--- src/rtl/mc_pkg.sv ---
// Shared encodings for the multi-cycle MIPS sequencing controller:
// instruction opcodes/functs, FSM states, instruction classes and the
// control-field encodings driven toward the datapath.
package mc_pkg;

    // Primary opcodes (IR[31:26])
    localparam logic [5:0] OP_RTYPE  = 6'b000000;
    localparam logic [5:0] OP_REGIMM = 6'b000001;  // bgezal; rt is not visible here, so the opcode alone selects it
    localparam logic [5:0] OP_J      = 6'b000010;
    localparam logic [5:0] OP_JAL    = 6'b000011;
    localparam logic [5:0] OP_BEQ    = 6'b000100;
    localparam logic [5:0] OP_ADDI   = 6'b001000;
    localparam logic [5:0] OP_ADDIU  = 6'b001001;
    localparam logic [5:0] OP_ORI    = 6'b001101;
    localparam logic [5:0] OP_LUI    = 6'b001111;
    localparam logic [5:0] OP_LW     = 6'b100011;
    localparam logic [5:0] OP_SW     = 6'b101011;

    // R-type function codes (IR[5:0])
    localparam logic [5:0] FN_JR     = 6'b001000;
    localparam logic [5:0] FN_ADDU   = 6'b100001;
    localparam logic [5:0] FN_SUBU   = 6'b100011;
    localparam logic [5:0] FN_SLT    = 6'b101010;

    // FSM state encoding (also exported on the debug port)
    typedef enum logic [2:0] {
        ST_FETCH  = 3'd0,
        ST_DECODE = 3'd1,
        ST_EXE    = 3'd2,
        ST_MEM    = 3'd3,
        ST_WB     = 3'd4
    } state_t;

    // Instruction classes: everything the sequencer needs to know
    typedef enum logic [3:0] {
        CLS_ALU_R   = 4'd0,
        CLS_ALU_I   = 4'd1,   // ori, lui, addiu
        CLS_ADDI    = 4'd2,
        CLS_LW      = 4'd3,
        CLS_SW      = 4'd4,
        CLS_BEQ     = 4'd5,
        CLS_BGEZAL  = 4'd6,
        CLS_J       = 4'd7,
        CLS_JAL     = 4'd8,
        CLS_JR      = 4'd9,
        CLS_ILLEGAL = 4'd10
    } inst_class_t;

    // ALU operation select
    localparam logic [2:0] ALU_OP_ADD   = 3'b000;
    localparam logic [2:0] ALU_OP_SUB   = 3'b001;
    localparam logic [2:0] ALU_OP_OR    = 3'b010;
    localparam logic [2:0] ALU_OP_SLT   = 3'b011;
    localparam logic [2:0] ALU_OP_ADDV  = 3'b100;
    localparam logic [2:0] ALU_OP_BGEZ  = 3'b101;
    localparam logic [2:0] ALU_OP_ZERO  = 3'b111;

    // Immediate extension select
    localparam logic [1:0] EXT_ZERO     = 2'b00;
    localparam logic [1:0] EXT_SIGN     = 2'b01;
    localparam logic [1:0] EXT_HI       = 2'b10;

    // PC source select
    localparam logic [1:0] PCSRC_SEQ    = 2'b00;
    localparam logic [1:0] PCSRC_BRANCH = 2'b01;
    localparam logic [1:0] PCSRC_JUMP   = 2'b10;
    localparam logic [1:0] PCSRC_REG    = 2'b11;

    // Register-file destination select
    localparam logic [1:0] REGDST_RT    = 2'b00;
    localparam logic [1:0] REGDST_RD    = 2'b01;
    localparam logic [1:0] REGDST_RA    = 2'b10;
    localparam logic [1:0] REGDST_R30   = 2'b11;

    // Write-back data select
    localparam logic [1:0] WB_ALU       = 2'b00;
    localparam logic [1:0] WB_MEM       = 2'b01;
    localparam logic [1:0] WB_LINK      = 2'b10;
    localparam logic [1:0] WB_ONE       = 2'b11;

    // True for classes that end their instruction in DECODE
    function automatic logic ends_in_decode(input inst_class_t cls);
        logic res;
        case (cls)
            CLS_J, CLS_JAL, CLS_JR, CLS_ILLEGAL: res = 1'b1;
            default:                             res = 1'b0;
        endcase
        return res;
    endfunction

endpackage

--- src/rtl/mc_decode.sv ---
// Combinational instruction decoder: classifies opcode/funct and produces
// the ALU controls used while the instruction is in EXE/MEM/WB.
module mc_decode
    import mc_pkg::*;
(
    input  logic [5:0]  opcode,
    input  logic [5:0]  funct,
    output inst_class_t inst_class,
    output logic [2:0]  alu_op,
    output logic [1:0]  ext_op,
    output logic        alu_src,
    output logic        is_illegal
);

    // Map opcode/funct onto a class and its ALU/extension controls
    always_comb begin
        inst_class = CLS_ILLEGAL;
        alu_op     = ALU_OP_ZERO;
        ext_op     = EXT_ZERO;
        alu_src    = 1'b0;
        case (opcode)
            OP_RTYPE: begin
                case (funct)
                    FN_ADDU: begin inst_class = CLS_ALU_R; alu_op = ALU_OP_ADD; end
                    FN_SUBU: begin inst_class = CLS_ALU_R; alu_op = ALU_OP_SUB; end
                    FN_SLT:  begin inst_class = CLS_ALU_R; alu_op = ALU_OP_SLT; end
                    FN_JR:   begin inst_class = CLS_JR;    alu_op = ALU_OP_ZERO; end
                    default: begin inst_class = CLS_ILLEGAL; alu_op = ALU_OP_ZERO; end
                endcase
            end
            OP_ORI:    begin inst_class = CLS_ALU_I;  alu_op = ALU_OP_OR;   ext_op = EXT_ZERO; alu_src = 1'b1; end
            OP_LUI:    begin inst_class = CLS_ALU_I;  alu_op = ALU_OP_ADD;  ext_op = EXT_HI;   alu_src = 1'b1; end
            OP_ADDIU:  begin inst_class = CLS_ALU_I;  alu_op = ALU_OP_ADD;  ext_op = EXT_SIGN; alu_src = 1'b1; end
            OP_ADDI:   begin inst_class = CLS_ADDI;   alu_op = ALU_OP_ADDV; ext_op = EXT_SIGN; alu_src = 1'b1; end
            OP_LW:     begin inst_class = CLS_LW;     alu_op = ALU_OP_ADD;  ext_op = EXT_SIGN; alu_src = 1'b1; end
            OP_SW:     begin inst_class = CLS_SW;     alu_op = ALU_OP_ADD;  ext_op = EXT_SIGN; alu_src = 1'b1; end
            OP_BEQ:    begin inst_class = CLS_BEQ;    alu_op = ALU_OP_SUB;  ext_op = EXT_SIGN; alu_src = 1'b0; end
            OP_REGIMM: begin inst_class = CLS_BGEZAL; alu_op = ALU_OP_BGEZ; ext_op = EXT_SIGN; alu_src = 1'b0; end
            OP_J:      begin inst_class = CLS_J;      alu_op = ALU_OP_ZERO; end
            OP_JAL:    begin inst_class = CLS_JAL;    alu_op = ALU_OP_ZERO; end
            default:   begin inst_class = CLS_ILLEGAL; alu_op = ALU_OP_ZERO; end
        endcase
    end

    assign is_illegal = (inst_class == CLS_ILLEGAL);

endmodule

--- src/rtl/multicycle_controller.sv ---
// Multi-cycle MIPS sequencing controller. Steps each instruction through
// FETCH/DECODE/EXE/MEM/WB, drives per-cycle datapath enables combinationally
// from the current state, and stalls on the instruction/data ready handshakes
// with a saturating wait counter and a sticky timeout flag.
module multicycle_controller
    import mc_pkg::*;
#(
    parameter int DATA_W   = 32,
    parameter int WAIT_MAX = 15
) (
    input  logic       clk,
    input  logic       rst_n,
    input  logic [5:0] opcode,
    input  logic [5:0] funct,
    input  logic       zero,
    input  logic       rs_neg,
    input  logic       overflow,
    input  logic       imem_ready,
    input  logic       dmem_ready,
    output logic       pc_write,
    output logic [1:0] pc_src,
    output logic       ir_write,
    output logic       imem_read,
    output logic       dmem_read,
    output logic       dmem_write,
    output logic       reg_write,
    output logic [1:0] reg_dst,
    output logic [1:0] mem_to_reg,
    output logic       alu_src,
    output logic [2:0] alu_op,
    output logic [1:0] ext_op,
    output logic       illegal,
    output logic       mem_timeout,
    output logic [2:0] state
);

    // Wait counter is wide enough for WAIT_MAX, never wider than the datapath
    localparam int CNT_RAW = (WAIT_MAX > 1) ? $clog2(WAIT_MAX + 1) : 1;
    localparam int CNT_W   = (CNT_RAW < DATA_W) ? CNT_RAW : DATA_W;
    localparam logic [CNT_W-1:0] WAIT_LIMIT = CNT_W'(WAIT_MAX);

    state_t            state_r;
    logic [CNT_W-1:0]  wait_cnt_r;
    logic              mem_timeout_r;
    logic              stall_s;

    inst_class_t       cls_s;
    logic [2:0]        dec_alu_op_s;
    logic [1:0]        dec_ext_op_s;
    logic              dec_alu_src_s;
    logic              dec_illegal_s;

    logic              pc_write_s;
    logic [1:0]        pc_src_s;
    logic              ir_write_s;
    logic              imem_read_s;
    logic              dmem_read_s;
    logic              dmem_write_s;
    logic              reg_write_s;
    logic [1:0]        reg_dst_s;
    logic [1:0]        mem_to_reg_s;
    logic              alu_src_s;
    logic [2:0]        alu_op_s;
    logic [1:0]        ext_op_s;
    logic              illegal_s;

    mc_decode u_decode (
        .opcode     (opcode),
        .funct      (funct),
        .inst_class (cls_s),
        .alu_op     (dec_alu_op_s),
        .ext_op     (dec_ext_op_s),
        .alu_src    (dec_alu_src_s),
        .is_illegal (dec_illegal_s)
    );

    // A memory stall is FETCH or MEM waiting on its ready handshake
    always_comb begin
        if (state_r == ST_FETCH) begin
            stall_s = ~imem_ready;
        end else if (state_r == ST_MEM) begin
            stall_s = ~dmem_ready;
        end else begin
            stall_s = 1'b0;
        end
    end

    // Sequencer: state transitions, stall wait counter and sticky timeout
    always_ff @(posedge clk or negedge rst_n) begin
        if (!rst_n) begin
            state_r       <= ST_FETCH;
            wait_cnt_r    <= '0;
            mem_timeout_r <= 1'b0;
        end else begin
            if (stall_s) begin
                if (wait_cnt_r != WAIT_LIMIT) begin
                    wait_cnt_r <= wait_cnt_r + CNT_W'(1);
                end else begin
                    wait_cnt_r <= wait_cnt_r;
                end
                // The stall that brings the count to WAIT_MAX raises the flag
                if (wait_cnt_r >= WAIT_LIMIT - CNT_W'(1)) begin
                    mem_timeout_r <= 1'b1;
                end else begin
                    mem_timeout_r <= mem_timeout_r;
                end
            end else begin
                wait_cnt_r    <= '0;
                mem_timeout_r <= mem_timeout_r;
            end

            case (state_r)
                ST_FETCH: begin
                    if (imem_ready) begin
                        state_r <= ST_DECODE;
                    end else begin
                        state_r <= ST_FETCH;
                    end
                end
                ST_DECODE: begin
                    if (ends_in_decode(cls_s)) begin
                        state_r <= ST_FETCH;
                    end else begin
                        state_r <= ST_EXE;
                    end
                end
                ST_EXE: begin
                    case (cls_s)
                        CLS_BEQ, CLS_BGEZAL: state_r <= ST_FETCH;
                        CLS_LW, CLS_SW:      state_r <= ST_MEM;
                        default:             state_r <= ST_WB;
                    endcase
                end
                ST_MEM: begin
                    if (!dmem_ready) begin
                        state_r <= ST_MEM;
                    end else if (cls_s == CLS_LW) begin
                        state_r <= ST_WB;
                    end else begin
                        state_r <= ST_FETCH;
                    end
                end
                ST_WB:   state_r <= ST_FETCH;
                default: state_r <= ST_FETCH;
            endcase
        end
    end

    // Per-state datapath controls; everything is held inactive while in reset
    always_comb begin
        pc_write_s   = 1'b0;
        pc_src_s     = PCSRC_SEQ;
        ir_write_s   = 1'b0;
        imem_read_s  = 1'b0;
        dmem_read_s  = 1'b0;
        dmem_write_s = 1'b0;
        reg_write_s  = 1'b0;
        reg_dst_s    = REGDST_RT;
        mem_to_reg_s = WB_ALU;
        alu_src_s    = 1'b0;
        alu_op_s     = ALU_OP_ZERO;
        ext_op_s     = EXT_ZERO;
        illegal_s    = 1'b0;
        if (!rst_n) begin
            alu_op_s = ALU_OP_ZERO;
        end else begin
            case (state_r)
                ST_FETCH: begin
                    imem_read_s = 1'b1;
                    if (imem_ready) begin
                        ir_write_s = 1'b1;
                        pc_write_s = 1'b1;
                        pc_src_s   = PCSRC_SEQ;
                    end else begin
                        ir_write_s = 1'b0;
                        pc_write_s = 1'b0;
                    end
                end
                ST_DECODE: begin
                    case (cls_s)
                        CLS_J: begin
                            pc_write_s = 1'b1;
                            pc_src_s   = PCSRC_JUMP;
                        end
                        CLS_JAL: begin
                            pc_write_s   = 1'b1;
                            pc_src_s     = PCSRC_JUMP;
                            reg_write_s  = 1'b1;
                            reg_dst_s    = REGDST_RA;
                            mem_to_reg_s = WB_LINK;
                        end
                        CLS_JR: begin
                            pc_write_s = 1'b1;
                            pc_src_s   = PCSRC_REG;
                        end
                        default: begin
                            illegal_s = dec_illegal_s;
                        end
                    endcase
                end
                ST_EXE: begin
                    alu_op_s  = dec_alu_op_s;
                    alu_src_s = dec_alu_src_s;
                    ext_op_s  = dec_ext_op_s;
                    case (cls_s)
                        CLS_BEQ: begin
                            pc_write_s = zero;
                            pc_src_s   = PCSRC_BRANCH;
                        end
                        CLS_BGEZAL: begin
                            // Link is written whether or not the branch is taken
                            reg_write_s  = 1'b1;
                            reg_dst_s    = REGDST_RA;
                            mem_to_reg_s = WB_LINK;
                            pc_write_s   = ~rs_neg;
                            pc_src_s     = PCSRC_BRANCH;
                        end
                        default: begin
                            pc_write_s = 1'b0;
                        end
                    endcase
                end
                ST_MEM: begin
                    alu_op_s     = dec_alu_op_s;
                    alu_src_s    = dec_alu_src_s;
                    ext_op_s     = dec_ext_op_s;
                    dmem_read_s  = (cls_s == CLS_LW);
                    dmem_write_s = (cls_s == CLS_SW);
                end
                ST_WB: begin
                    alu_op_s    = dec_alu_op_s;
                    alu_src_s   = dec_alu_src_s;
                    ext_op_s    = dec_ext_op_s;
                    reg_write_s = 1'b1;
                    if ((cls_s == CLS_ADDI) && overflow) begin
                        // Overflowing addi leaves rt untouched and flags $30 = 1
                        reg_dst_s    = REGDST_R30;
                        mem_to_reg_s = WB_ONE;
                    end else if (cls_s == CLS_ALU_R) begin
                        reg_dst_s    = REGDST_RD;
                        mem_to_reg_s = WB_ALU;
                    end else if (cls_s == CLS_LW) begin
                        reg_dst_s    = REGDST_RT;
                        mem_to_reg_s = WB_MEM;
                    end else begin
                        reg_dst_s    = REGDST_RT;
                        mem_to_reg_s = WB_ALU;
                    end
                end
                default: begin
                    alu_op_s = ALU_OP_ZERO;
                end
            endcase
        end
    end

    assign pc_write    = pc_write_s;
    assign pc_src      = pc_src_s;
    assign ir_write    = ir_write_s;
    assign imem_read   = imem_read_s;
    assign dmem_read   = dmem_read_s;
    assign dmem_write  = dmem_write_s;
    assign reg_write   = reg_write_s;
    assign reg_dst     = reg_dst_s;
    assign mem_to_reg  = mem_to_reg_s;
    assign alu_src     = alu_src_s;
    assign alu_op      = alu_op_s;
    assign ext_op      = ext_op_s;
    assign illegal     = illegal_s;
    assign mem_timeout = mem_timeout_r;
    assign state       = state_r;

endmodule

--- config.mk ---
export PLATFORM = sky130hd
export DESIGN_NAME = multicycle_controller
export DESIGN_NICKNAME = d
export VERILOG_FILES = /design/src/rtl/mc_pkg.sv /design/src/rtl/mc_decode.sv /design/src/rtl/multicycle_controller.sv
export SDC_FILE = /design/constraint.sdc
export NUM_CORES = 1
export LEC_CHECK = 0
export CAP_MARGIN = 20
export CORE_ASPECT_RATIO = 1.2
export CORE_MARGIN = 10
export CORE_UTILIZATION = 45
export CTS_CLUSTER_SIZE = 12
export DETAILED_ROUTE_END_ITERATION = 8
export DONT_BUFFER_PORTS = 1
export PLACE_DENSITY_LB_ADDON = 0.1
export SLEW_MARGIN = 20
export SYNTH_ARGS = -nofsm -noshare
export SYNTH_HDL_FRONTEND = slang
export SYNTH_SLANG_ARGS = --single-unit
--- constraint.sdc ---
create_clock -name clk -period 3.5 [get_ports clk]
set_clock_uncertainty 0.15 [all_clocks]
set_input_delay 0.175 -clock clk [delete_from_list [all_inputs] [get_ports clk]]
set_output_delay 0.175 -clock clk [all_outputs]
set_load 0.01 [all_outputs]
==> flow_summary.yaml <==
cts:
  clk_pin_slew_ps: 60
  root_buffer: "clkbuf_4"
  clk_path_buf_depth: 2
  numCtsBuffers: 3
  cts_num_sinks: 8
  clk_latency_ps: 250
  cts-htree-levels: 1
  cts_tree: "built"
timing:
  setup_tns_ps: 0
  rsz0062_at_grt: "false"
  max_clock_freq_mhz: 387
  hold_viol: 0
  min_period_ps: 2580
  worst_pin_slew_ps: 862
  finalSetupViolCount: 0
  maxSlewHeadroom_pct: 42.0
  timing.final.crit_share_pct: 73.8
  setup_slack_ps: 917
  maxSlewViolCount: 0
global_routing:
  antenna_found_initial: 0
  grt_overflow: 0
  grt_pass1_vias: 1125
  grt_usage_pct: 13.3
  grt_max_degree: 17
  grt_pass1_wl_mm: 5.64
place:
  portBuffers: 0
  pre_cts_slack_ps: 1260
  dp_hpwl_mm: 2.79
  gp_congestion: 0.795
min_path:
  min_from: "dmem_ready"
  hp-class: "input port to flip-flop"
critical_path:
  cp-end-kind: "primary output"
  r2r-start: "state[0]"
  critical_path_class: "flip-flop to primary output"
  crit_path_start: "state[1]"
  crit_buf_inv: 0
  crit_slowest_cell: "dfrtp_1"
  crit_arrival_ps: 2260
  crit_required_ps: 3170
  critPathMaxStageDelay_ps: 600
  startpoint_type: "flip-flop"
  cp_max_fo: 12
  crit_family: "compound AO/OA/AOI/OAI gates"
  cp_cell_sequence: "nor2b_1, o21ai_0, a2111oi_0, nand2_1"
routing:
  vias: 1212
  drtAntennaViolNets: 0
  drt_wl_total_mm: 3.50
  drcViolationCount: 0
  first_pass_iters: 4
  wl_per_cell_um: 18.0
  drt_iter0_markers: 127
  viasPerCell: 6.22
status:
  outcome: "finished, final reports clean"
synth:
  synth_area_leaders: "dfrtp_1 (17%), nor2_1 (5.7%), nand2_1 (5.1%)"
  synth_commonest_cells: "nor2_1 (18), nand2_1 (16), a21oi_1 (11)"
  yosysMostFrequentCell: "nor2_1"
  yosysTopAreaCell: "dfrtp_1"
  synth_edf_count: 0
  synth_flop_cell: "dfrtp_1"
  synth_nets: 187
  ys_seq_area_share_pct: 17.0
  netlist_area_sq_um: 1180
  synth_warnings: 0
  syn_avg_cell_area_sq_um: 7.09
  syn_inst: 166
  async_reset_ff_share_pct: 100
  ys_types: 52
  synth_top_area_share_pct: 17.0
  yosys_register_bits: 8
die:
  initial_core_util_pct: 46.6
  rows: 20
  dieArea_sq_um: 5070
  core_area_sq_um: 2530
  die-width_um: 66.7
  die_h_um: 76.0
  io_pins: 42
job:
  cap_violations: 0
pwr:
  power_density_nw_per_um2: 215
  irDropWorstVdd_uv: 203
  total_power_mw: 0.262
  p_leak_nw: 0.409
layout:
  utilization_pct: 48.2
  final_nets: 185
  drive_gt1_share_pct: 5.56
  num_antenna_cells: 0
  syn_to_final_growth_pct: 3.40
power by group:
| group | internal (mW) | switching [mW] |
|---|---|---|
| Clock | 0.0393 | 0.0318 |
| Sequential | 0.0985 | 0.0146 |
| Combinational | 0.0368 | 0.0413 |
| Total | 0.175 | 0.0877 |
state kept, by name, summed over array words and instances (netlist names):
| signal | flops |
|---|---|
| mem_timeout | 1 |
| wait_cnt_r | 4 |
| state | 3 |
final timing paths:
path / endpoint / slack (ps) / cells after the start
max: alu_op[0] / 920 / 4
max reg2reg: wait_cnt_r[2] / 1840 / 4
min in group asynchronous: wait_cnt_r[0] / 130 / 1
min: state[2] / 70 / 3
max in group asynchronous: wait_cnt_r[2] / 2800 / 1
min reg2reg: mem_timeout / 420 / 1
placed cells by master (no fill, tap or decap), types with 2 or more instances in the layout:
| master | count |
|---|---|
| nand3_1 | 7 |
| nand4bb_1 | 2 |
| o21bai_1 | 3 |
| a221oi_2 | 2 |
| a32oi_1 | 2 |
| nand2_1 | 16 |
| or2_1 | 2 |
| o21ai_0 | 3 |
| a211oi_1 | 2 |
| nand4b_1 | 2 |
| nor4_1 | 3 |
| dfrtp_1 | 8 |
| clkbuf_4 | 3 |
| nand2b_1 | 6 |
| nor2_1 | 18 |
| ha_1 | 2 |
| dlygate4sd3_1 | 3 |
| and2_1 | 6 |
| o31ai_1 | 4 |
| inv_1 | 5 |
| xnor2_1 | 5 |
| nor2b_1 | 6 |
| nor3b_1 | 2 |
| a21oi_1 | 11 |
| or3_1 | 3 |
| and2b_1 | 2 |
| a2111oi_0 | 2 |
| nor3_1 | 8 |
| nand4_1 | 3 |
logic make-up after synthesis:
family / synth area share [%]
DFF: 17.0
and+or+nand+nor: 44.5
buffers and inverters: 6.16
adders and majority gates: 2.13
AOI/OAI and AO/OA: 26.5
xor gates and xnor gates: 3.72
metrics by stage:
stage / cell area, sq um / hold WS (ps) / std cells
6_report: 1220 / 69.0 / 195
5_1_grt: 1220 / 96.7 / 195
4_1_cts: 1220 / 61.5 / 195
3_5_place_dp: 1160 / -270 / 189
3_3_place_gp: 1160 / -270 / 189
2_1_floorplan: 1180 / -271 / 166
worst register-to-register path, cell delays in order, from the launching register on:
cell	delay (ps)
dfrtp_1	630
nor2b_1	220
a21oi_1	80
or2_1	290
nor3_1	200
layer usage:
layer / global-route usage, % / vias to the layer above / wire (um)
met5: 0 / - / 0
met4: 4.20 / 0 / 56
met3: 4.56 / 6 / 392
met2: 21.6 / 49 / 1740
met1: 15.7 / 547 / 1310
li1: - / 610 / -
layout make-up:
| class | instances | area (sq um) |
|---|---|---|
| Clock buffer | 3 | 22.5 |
| Multi-Input combinational cell | 143 | 905 |
| Fill cell | 265 | 1310 |
| Tap cell | 33 | 41.3 |
| Timing Repair Buffer | 3 | 30.0 |
| Inverter | 5 | 18.8 |
| Sequential cell | 8 | 200 |
repair_timing:
| action | CTS | global route |
|---|---|---|
| hold buffers | 3 | 0 |
| endpoints found under the hold margin | 10 | 0 |
| setup buffers | 0 | 0 |
| resized for setup | 0 | 0 |
Note: power is estimated with default switching activity, not from simulation.
